### src/rtl/vga_pkg.sv
// vga_pkg: constants and helpers shared by the VGA pixel output stage.
//   - Visible area limits, RGB333 pixel width and the sprite transparency key.
//   - Flash sequencer state encoding.
//   - scanline_dim(): halves each 3-bit channel of an RGB333 pixel.
package vga_pkg;

  localparam int unsigned PIXEL_W = 9;

  localparam logic [9:0] H_VISIBLE_AREA = 10'd640;
  localparam logic [9:0] V_VISIBLE_AREA = 10'd480;

  localparam logic [PIXEL_W-1:0] TRANSPARENT_COLOR = 9'b111_000_111;

  typedef enum logic [1:0] {
    FLASH_IDLE   = 2'd0,
    FLASH_INVERT = 2'd1,
    FLASH_NORMAL = 2'd2
  } flash_state_t;

  // Shift every channel right by one; the top bit of each channel becomes 0.
  function automatic logic [PIXEL_W-1:0] scanline_dim(input logic [PIXEL_W-1:0] pixel);
    return {1'b0, pixel[8:7], 1'b0, pixel[5:4], 1'b0, pixel[2:1]};
  endfunction

endpackage

### src/rtl/sync_delay_line.sv
// sync_delay_line: fixed-depth shift register used to keep sync and
// visible-area flags aligned with the pixel data coming back from memory.
//   i_Clk    pixel clock
//   i_Reset  asynchronous active-high reset, clears every stage to 0
//   i_Data   WIDTH-bit word entering the line
//   o_Data   the same word DEPTH clocks later
module sync_delay_line #(
  parameter int unsigned WIDTH = 4,
  parameter int unsigned DEPTH = 2
) (
  input  logic             i_Clk,
  input  logic             i_Reset,
  input  logic [WIDTH-1:0] i_Data,
  output logic [WIDTH-1:0] o_Data
);

  logic [WIDTH-1:0] stage_r [DEPTH];

  // Shift register stages, all cleared by reset.
  always_ff @(posedge i_Clk or posedge i_Reset) begin
    if (i_Reset) begin
      for (int i = 0; i < int'(DEPTH); i++) begin
        stage_r[i] <= '0;
      end
    end else begin
      stage_r[0] <= i_Data;
      for (int i = 1; i < int'(DEPTH); i++) begin
        stage_r[i] <= stage_r[i-1];
      end
    end
  end

  assign o_Data = stage_r[DEPTH-1];

endmodule

### src/rtl/vga_pixel_output.sv
// vga_pixel_output: final video stage. Composites the sprite over the
// background with a transparency key, applies the flash inversion, blanks
// outside the visible area and registers the VGA pins. Also runs the
// frame-locked flash sequencer.
//
// Optional feature macro: SCANLINE_EN -- when defined, odd visible lines are
// darkened by halving each colour channel (no extra latency).
//
// Ports:
//   i_Clk, i_Reset            pixel clock, async active-high reset
//   i_H_Counter, i_V_Counter  counters from the sync generator
//   i_HSync, i_VSync          syncs aligned with the counters
//   i_Bg_Pixel                background RGB333, PIPE_DELAY clocks late
//   i_Sprite_Pixel/_Valid     sprite RGB333 and coverage, PIPE_DELAY late
//   i_Flash_Req               single-cycle flash start request
//   o_VGA_HSync/VSync         syncs, PIPE_DELAY+1 clocks after the counters
//   o_VGA_Red/Grn/Blu         colour channels, aligned with the syncs
//   o_Flash_Busy              request pending or sequence running
//   o_Frame_Start             pulse one clock after counters read (0,0)
module vga_pixel_output
  import vga_pkg::*;
#(
  parameter int unsigned PIPE_DELAY    = 2,
  parameter int unsigned FLASH_PERIOD  = 4,
  parameter int unsigned FLASH_TOGGLES = 6
) (
  input  logic         i_Clk,
  input  logic         i_Reset,
  input  logic [9:0]   i_H_Counter,
  input  logic [9:0]   i_V_Counter,
  input  logic         i_HSync,
  input  logic         i_VSync,
  input  logic [8:0]   i_Bg_Pixel,
  input  logic [8:0]   i_Sprite_Pixel,
  input  logic         i_Sprite_Valid,
  input  logic         i_Flash_Req,
  output logic         o_VGA_HSync,
  output logic         o_VGA_VSync,
  output logic [2:0]   o_VGA_Red,
  output logic [2:0]   o_VGA_Grn,
  output logic [2:0]   o_VGA_Blu,
  output logic         o_Flash_Busy,
  output logic         o_Frame_Start
);

  localparam logic [7:0] FRAME_LAST  = 8'(FLASH_PERIOD - 1);
  localparam logic [7:0] TOGGLE_LAST = 8'(FLASH_TOGGLES - 1);

  // ---------------------------------------------------------------------------
  // Sync / visible flag delay, matched to the pixel memory latency
  // ---------------------------------------------------------------------------
  logic       visible_s;
  logic [3:0] flags_in_s;
  logic [3:0] flags_dly_s;
  logic       visible_dly_s;
  logic       hsync_dly_s;
  logic       vsync_dly_s;
  logic       v_lsb_dly_s;

  assign visible_s  = (i_H_Counter < H_VISIBLE_AREA) && (i_V_Counter < V_VISIBLE_AREA);
  assign flags_in_s = {visible_s, i_HSync, i_VSync, i_V_Counter[0]};

  sync_delay_line #(
    .WIDTH(4),
    .DEPTH(PIPE_DELAY)
  ) u_sync_delay_line (
    .i_Clk  (i_Clk),
    .i_Reset(i_Reset),
    .i_Data (flags_in_s),
    .o_Data (flags_dly_s)
  );

  assign {visible_dly_s, hsync_dly_s, vsync_dly_s, v_lsb_dly_s} = flags_dly_s;

  // ---------------------------------------------------------------------------
  // Frame start pulse
  // ---------------------------------------------------------------------------
  logic frame_start_r;

  // Registered (0,0) detector; also the only event that moves the flash FSM.
  always_ff @(posedge i_Clk or posedge i_Reset) begin
    if (i_Reset) begin
      frame_start_r <= 1'b0;
    end else begin
      frame_start_r <= (i_H_Counter == 10'd0) && (i_V_Counter == 10'd0);
    end
  end

  // ---------------------------------------------------------------------------
  // Flash sequencer
  // ---------------------------------------------------------------------------
  flash_state_t state_r, state_next_s;
  logic         pending_r, pending_next_s;
  logic [7:0]   frame_cnt_r, frame_cnt_next_s;
  logic [7:0]   toggle_cnt_r, toggle_cnt_next_s;
  logic         busy_r, busy_next_s;

  // Flash FSM state and counters.
  always_ff @(posedge i_Clk or posedge i_Reset) begin
    if (i_Reset) begin
      state_r      <= FLASH_IDLE;
      pending_r    <= 1'b0;
      frame_cnt_r  <= 8'd0;
      toggle_cnt_r <= 8'd0;
      busy_r       <= 1'b0;
    end else begin
      state_r      <= state_next_s;
      pending_r    <= pending_next_s;
      frame_cnt_r  <= frame_cnt_next_s;
      toggle_cnt_r <= toggle_cnt_next_s;
      busy_r       <= busy_next_s;
    end
  end

  // Flash FSM next state; transitions happen only on a frame start so a
  // colour change never lands mid-frame.
  always_comb begin
    state_next_s      = state_r;
    pending_next_s    = pending_r;
    frame_cnt_next_s  = frame_cnt_r;
    toggle_cnt_next_s = toggle_cnt_r;

    case (state_r)
      FLASH_IDLE: begin
        if (frame_start_r && pending_r) begin
          state_next_s      = FLASH_INVERT;
          pending_next_s    = 1'b0;
          frame_cnt_next_s  = 8'd0;
          toggle_cnt_next_s = 8'd0;
        end else if (i_Flash_Req) begin
          // A request on the same cycle as a frame start still waits a frame.
          pending_next_s = 1'b1;
        end else begin
          pending_next_s = pending_r;
        end
      end

      FLASH_INVERT, FLASH_NORMAL: begin
        // Requests while running are dropped, not queued.
        pending_next_s = 1'b0;
        if (frame_start_r) begin
          if (frame_cnt_r == FRAME_LAST) begin
            frame_cnt_next_s = 8'd0;
            if (toggle_cnt_r == TOGGLE_LAST) begin
              state_next_s      = FLASH_IDLE;
              toggle_cnt_next_s = 8'd0;
            end else begin
              toggle_cnt_next_s = toggle_cnt_r + 8'd1;
              state_next_s      = (state_r == FLASH_INVERT) ? FLASH_NORMAL : FLASH_INVERT;
            end
          end else begin
            frame_cnt_next_s = frame_cnt_r + 8'd1;
          end
        end else begin
          frame_cnt_next_s = frame_cnt_r;
        end
      end

      default: begin
        state_next_s      = FLASH_IDLE;
        pending_next_s    = 1'b0;
        frame_cnt_next_s  = 8'd0;
        toggle_cnt_next_s = 8'd0;
      end
    endcase

    busy_next_s = pending_next_s || (state_next_s != FLASH_IDLE);
  end

  // ---------------------------------------------------------------------------
  // Pixel path
  // ---------------------------------------------------------------------------
  logic [8:0] pixel_s;
  logic       sprite_opaque_s;

  assign sprite_opaque_s = i_Sprite_Valid && (i_Sprite_Pixel != TRANSPARENT_COLOR);

  // Composite, invert, optional scanline darkening, then blanking.
  always_comb begin
    if (sprite_opaque_s) begin
      pixel_s = i_Sprite_Pixel;
    end else begin
      pixel_s = i_Bg_Pixel;
    end

    if (state_r == FLASH_INVERT) begin
      pixel_s = ~pixel_s;
    end else begin
      pixel_s = pixel_s;
    end

`ifdef SCANLINE_EN
    if (visible_dly_s && v_lsb_dly_s) begin
      pixel_s = scanline_dim(pixel_s);
    end else begin
      pixel_s = pixel_s;
    end
`endif

    if (!visible_dly_s) begin
      pixel_s = 9'd0;
    end else begin
      pixel_s = pixel_s;
    end
  end

  logic [8:0] rgb_r;
  logic       hsync_r;
  logic       vsync_r;

  // Output registers: colour and sync leave on the same edge.
  always_ff @(posedge i_Clk or posedge i_Reset) begin
    if (i_Reset) begin
      rgb_r   <= 9'd0;
      hsync_r <= 1'b0;
      vsync_r <= 1'b0;
    end else begin
      rgb_r   <= pixel_s;
      hsync_r <= hsync_dly_s;
      vsync_r <= vsync_dly_s;
    end
  end

  // v_lsb is only consumed by the scanline option.
  logic unused_s;
  assign unused_s = v_lsb_dly_s;

  assign o_VGA_Red     = rgb_r[8:6];
  assign o_VGA_Grn     = rgb_r[5:3];
  assign o_VGA_Blu     = rgb_r[2:0];
  assign o_VGA_HSync   = hsync_r;
  assign o_VGA_VSync   = vsync_r;
  assign o_Flash_Busy  = busy_r;
  assign o_Frame_Start = frame_start_r;

endmodule

### config.mk
export PLATFORM = sky130hd
export DESIGN_NAME = vga_pixel_output
export DESIGN_NICKNAME = d
export VERILOG_FILES = /design/src/rtl/vga_pkg.sv /design/src/rtl/sync_delay_line.sv /design/src/rtl/vga_pixel_output.sv
export SDC_FILE = /design/constraint.sdc
export NUM_CORES = 1
export LEC_CHECK = 0
export ABC_AREA = 1
export CAP_MARGIN = 20
export CORE_MARGIN = 5
export CORE_UTILIZATION = 30
export CTS_CLUSTER_DIAMETER = 60
export DETAILED_ROUTE_END_ITERATION = 6
export PLACE_DENSITY_LB_ADDON = 0.2
export SYNTH_ARGS = -nofsm -noshare
export SYNTH_HDL_FRONTEND = slang
export SYNTH_SLANG_ARGS = --single-unit
export TNS_END_PERCENT = 20
### constraint.sdc
create_clock -name i_Clk -period 2.09 [get_ports i_Clk]
set_clock_uncertainty 0.05 [all_clocks]
set_input_delay 0.3135 -clock i_Clk [delete_from_list [all_inputs] [get_ports i_Clk]]
set_output_delay 0.3135 -clock i_Clk [all_outputs]
set_load 0.01 [all_outputs]
## Word-level counts from Yosys, hierarchy flattened

Cells that the tools add are included.

- Logic and storage cells: 56
- Register bits after elaboration: 40
- Bits of input ports: 44
- Output and inout bits: 13

- Reduce and logical (&&, ||, !) cells: 12
- Muxes and demuxes: 20
- Order comparisons: 2
- Eq/ne operators: 8
- Bitwise gates (word level): 1
- Add/sub/neg operators: 2

Operators by type and width:

| operator | number |
|---|---|
| 8-bit two-way mux | 6 |
| 8-bit one-hot mux with 2 select lines | 2 |
| 9-bit two-way mux | 3 |
| 10-bit logical NOT | 2 |
| 8-bit by 1-bit adder with 8-bit output (second input constant) | 2 |
| 10-bit < comparator (second input constant) | 1 |
| 10-bit by 9-bit < comparator with 1-bit output (second input constant) | 1 |
| 2-bit two-way mux | 5 |
| 9-bit != test (second input constant) | 1 |
| 9-bit inverter | 1 |
| 8-bit by 2-bit equality test with 1-bit output (second input constant) | 1 |
| 8-bit by 3-bit equality test with 1-bit output (second input constant) | 1 |
| 2-bit != test (second input constant) | 3 |
| 1-bit logical AND | 4 |
| 2-bit one-hot mux with 2 select lines | 1 |
| 1-bit two-way mux | 3 |
| 3-bit AND reduction | 1 |
| 2-bit by 1-bit equality test with 1-bit output (second input constant) | 1 |
| 2-bit equality test (second input constant) | 1 |
| 2-bit logical NOT | 1 |
| 2-bit AND reduction | 1 |
| 2-bit nonzero test | 1 |
| 2-bit OR reduction | 1 |
| 1-bit logical OR | 1 |

## Longest topological paths before layout

Gate-level depths: netlist of run 1.

- Depth in word-level cells: 8
- Mapped depth: 11
- Gate-level depth less buffers: 11

## By module

From an unflattened synthesis of run 1, not the netlist that was laid out.

- Cells, all modules: 261
- Area total of the unflattened synthesis: 2,125.8 µm²

By module, submodules not included:

| module | cells each | times used | area each (µm²) |
|---|---|---|---|
| vga_pixel_output | 248 | 1 | 1,891.8 |
| sync_delay_line | 13 | 1 | 234.0 |

## Worst setup path after synthesis of run 1

No wires, ideal clock.

- Path kind: reg2reg
- From: reg state_r[0]
- To: reg frame_cnt_r[6]
- Data required time: 1,921 ps
- Stages on the path, launching flop included: 11
- Arrival time: 1,506 ps
- Setup slack: 415 ps
- Library setup time: 119 ps
- Path through: dfrtp_1 > inv_1 > ha_1 > nand2_2 > nand2_4 > inv_4 > nand4_2 > nor2_1 > nand3_1 > nand2_1 > nor2_1

- Cells in the longest elaborated chain, start to end: 4

RTL lines:

| element | line | source |
|---|---|---|
| start: declaration | vga_pixel_output.sv:92 | `flash_state_t state_r, state_next_s;` |
| start signal: assignment | vga_pixel_output.sv:107 | `state_r <= state_next_s;` |
| 2-bit by 1-bit equality test with 1-bit output / 2-bit equality test (equally long branches) | vga_pixel_output.sv:123 | `case (state_r)` |
| 2-bit OR reduction | vga_pixel_output.sv:123 |  |
| 2-bit != test (no line) | - |  |
| 2-bit AND reduction (no line) | - |  |
| end signal: assignment | vga_pixel_output.sv:109 | `frame_cnt_r <= frame_cnt_next_s;` |
| end: declaration | vga_pixel_output.sv:94 | `logic [7:0] frame_cnt_r, frame_cnt_next_s;` |

Parallel ways exist; a longest one is shown, timed or not.
A chain may end at the register's enable or synchronous reset.

## Final worst setup path of run 1

Ends and elaborated chain as after synthesis.

==> metrics.md, run 1 <==
| Metric | Value |
|---|---|
| H-tree levels | `2` |
| RePlAce Congestion | `0.813` |
| Share of layout cells above drive strength 1 | `0.110` |
| Switching power | `between 0.0003 and 0.0004 W` |
| Hold endpoint | `o_VGA_HSync$_DFF_PP0_` |
| Yosys reg bits | `38` |
| Post-synth top area share | `0.459` |
| Post-DR vias/cell | `4.59` |
| Pin count of the biggest net entering global routing | `39` |
| Max frequency | `548 MHz` |
| Worst r2r path cells | `10` |
| Initial core utilization | `0.306` |
| Most frequent cells in the layout | `clkdlybuf4s50_1, nand2_1, dfrtp_1, nand3_1, nor2_1` |
| Hold path depth | `0` |
| Die Width | `93.1 um` |
| Hold violation total from the final report | `0` |
| Clock share of power | `0.357` |
| Post-synthesis sequential area ratio | `0.459` |
| Post-DP HPWL | `3520 um` |
| Combinational share of power | `0.120` |
| Die Area | `a little under 9000 sq um` |
| Cells after synthesis | `257` |
| Row cnt | `30` |
| Setup TNS Final | `0 ns` |
| R2r setup slk | `0.27 ns` |
| Max Root-Sink Buffers | `2` |
| Sequential fraction of design power | `0.524` |
| Leading register cell type out of synthesis | `dfrtp_1` |
| Outcome | `completed` |
| Synth warn | `0` |
| Crit-path max FO | `7` |
| # diodes | `0` |
| Worst R2R End | `frame_cnt_r[6]$_DFFE_PP0P_` |
| Finished Layout Cells | `roughly 400` |
| Remaining DRCs | `0` |
| Hold-fix buffers, CTS | `0` |
| # resized after CTS | `0` |
| Cell Pwr Density | `517 nW/um^2` |
| Worst skew pair latency | `0.29 ns` |
| ANT nets after route | `0` |
| Vias in the first global route | `approximately 1,800` |
| Layout net count | `367` |
| Design internal power | `around 0.0011 W` |
| WL final | `4600 um` |
| Die extent in y | `93.1 um` |
| TritonCTS Buffers | `5` |
| Buffers on Ports | `56` |
| Crit path kind | `flop to flop` |
| Drt wl/cell | `11.5 um` |
| Post-synth top area cell | `dfrtp_1` |
| HP Start | `u_sync_delay_line.o_Data[2]$_DFF_PP0_` |
| Global-route wire length before repair | `8090 um` |
| Final Max Slew Viols | `0` |
| Rel. slew slack | `0.684` |
| Commonest non-fill, non-tap cell in the layout | `clkdlybuf4s50_1` |
| IR drop worst, VDD | `0.324 mV` |
| Vias | `1,828` |
| Worst r2r src | `state_r[0]$_DFF_PP0_` |
| Initial DRC count | `46` |
| Initial antenna violation count | `0` |
| Synthesized cell area | `2070 sq um` |
| Hold WC Path Type | `flop to flop` |
| Post-Syn Nets | `307` |
| EDFF count, synth | `0` |
| Clock Sinks | `38` |
| Crit share post-route | `0.873` |
| Synth area leaders | `dfrtp_1, nand2_1, nand3_1` |
| Worst-path clk slew | `0.07 ns` |
| Number of post-CTS setup repair buffers | `0` |
| Switching Share | `0.224` |
| Layout area overhead | `35.7%` |
| Unique masters post-synth | `34` |
| Setup repair after global routing missed its margin | `false` |
| Worst EP required | `2.22 ns` |
| Core box area | `6760 sq um` |
| Avg Inst Size Synth | `8.06 sq um` |
| Placed instance count | `390` |
| GRT Util Overall | `0.116` |
| CTS tree | `built` |
| Arrival @ worst endpoint | `1.95 ns` |
| Final global-route overflow total | `0` |
| Max Cap Viol | `0` |
| Endpoints failing setup | `0` |
| Leak pwr | `1.28 nW` |
| Worst slew pin tran | `0.474 ns` |
| Final min period | `1.82 ns` |
| Clk Tree Root Cell | `clkbuf_8` |
| IO Count | `57` |
| TritonRoute pass-1 iters | `4` |
| Async SR Flop Fraction | `1.00` |
| CP Capture Type | `flop` |
| Setup crit start kind | `flop` |
sequential cells by signal, indices dropped and copies added, names as in the netlist:
name and flops:
u_sync_delay_line.o_Data 3, o_Frame_Start 1, o_VGA_HSync 1, state_r 2, o_VGA_VSync 1, toggle_cnt_r 8
u_sync_delay_line.stage_r 3, rgb_r 9, o_Flash_Busy 1, pending_r 1, frame_cnt_r 8
metal layers:
metal | GRT usage | wire length (um) | share of wire | vias to the layer above
met3 | 0.0241 | 152 | 0.033 | 5
met2 | 0.190 | 2180 | 0.47 | 34
li1 | - | - | - | 965
met1 | 0.150 | 2210 | 0.48 | 824
met5 | 0 | 0 | 0 | -
met4 | 0.0440 | 52 | 0.011 | 0
critical path, stage by stage, from the launching register on:
cell	delay (ns)
dfrtp_1	0.37
inv_1	0.07
ha_1	0.42
nand2_2	0.13
nand2_4	0.09
inv_4	0.11
nand4_2	0.13
nor2_1	0.15
nand3_1	0.09
nand2_1	0.06
nor2_1	0.04
synthesized netlist by cell type, types with 5 or more instances:
| cell type | n |
|---|---|
| inv_1 | 24 |
| dfrtp_1 | 38 |
| nand2_1 | 49 |
| o21ai_0 | 5 |
| inv_2 | 6 |
| ha_1 | 6 |
| o21ai_1 | 6 |
| a21oi_1 | 14 |
| nand3_1 | 30 |
| nor3_1 | 8 |
| nand4_1 | 5 |
| nor2_1 | 30 |
kinds of logic after synthesis:
family | share of synthesized area
and+or+nand+nor | 0.340
DFF | 0.459
AOI/OAI and AO/OA | 0.0894
xor gates and xnor gates | 0.00423
buffers and inverters | 0.0707
adders and majority gates | 0.0363
cell type report:
cell class / count / area, sq um
sequential: 38 / 951
clock buffer: 7 / 86.3
fill: 672 / 3950
multi-input combinational: 183 / 973
tap: 80 / 100
inverter: 31 / 119
timing repair buffer: 58 / 576
clock inverter: 1 / 5.00
worst max-delay path by stage:
| stage | to | slack [ns] | from |
|---|---|---|---|
| 3_5_place_dp | rgb_r[2]$_DFF_PP0_ | 0.27 | i_Sprite_Pixel[8] |
| 2_1_floorplan | frame_cnt_r[6]$_DFFE_PP0P_ | 0.41 | state_r[0]$_DFF_PP0_ |
| 3_3_place_gp | rgb_r[6]$_DFF_PP0_ | 0.29 | i_Sprite_Pixel[6] |
| 5_1_grt | frame_cnt_r[6]$_DFFE_PP0P_ | 0.11 | state_r[0]$_DFF_PP0_ |
| 6_report | frame_cnt_r[6]$_DFFE_PP0P_ | 0.27 | state_r[0]$_DFF_PP0_ |
| 4_1_cts | frame_cnt_r[6]$_DFFE_PP0P_ | 0.28 | state_r[0]$_DFF_PP0_ |
metrics by stage:
stage	hold WS (ns)	setup WS, ns	power [W]	instance area [sq um]	util
finish	0.300	0.265	0.00145	2810	0.416
global route	0.309	0.114	0.00153	2810	0.416
CTS	0.301	0.275	0.00148	2810	0.416
detailed placement	0.286	0.267	0.000952	2720	0.402
global placement	0.286	0.286	0.000952	2720	0.402
floorplan	0.281	0.415	0.000831	2070	-
power groups by stage:
stage | Sequential [W] | Combinational (W) | Clock [W]
global placement | 0.000775 | 0.000176 | 0
floorplan | 0.000778 | 0.0000530 | 0
detailed placement | 0.000775 | 0.000177 | 0
finish | 0.000761 | 0.000174 | 0.000518
CTS | 0.000761 | 0.000178 | 0.000545
global route | 0.000762 | 0.000193 | 0.000571
Note: power is estimated with default switching activity, not from simulation.
==> inputs of run 2 (changes only) <==
Settings changed: CTS_CLUSTER_SIZE set to 28.
==> results of run 2 <==
The final DEF is identical to that of run 1; final timing and power are the same.
==> inputs of run 3 (changes only) <==
Settings changed: ABC_CLOCK_PERIOD_IN_PS set to 2090.
==> results of run 3 <==
The final DEF is identical to that of run 1; final timing and power are the same.
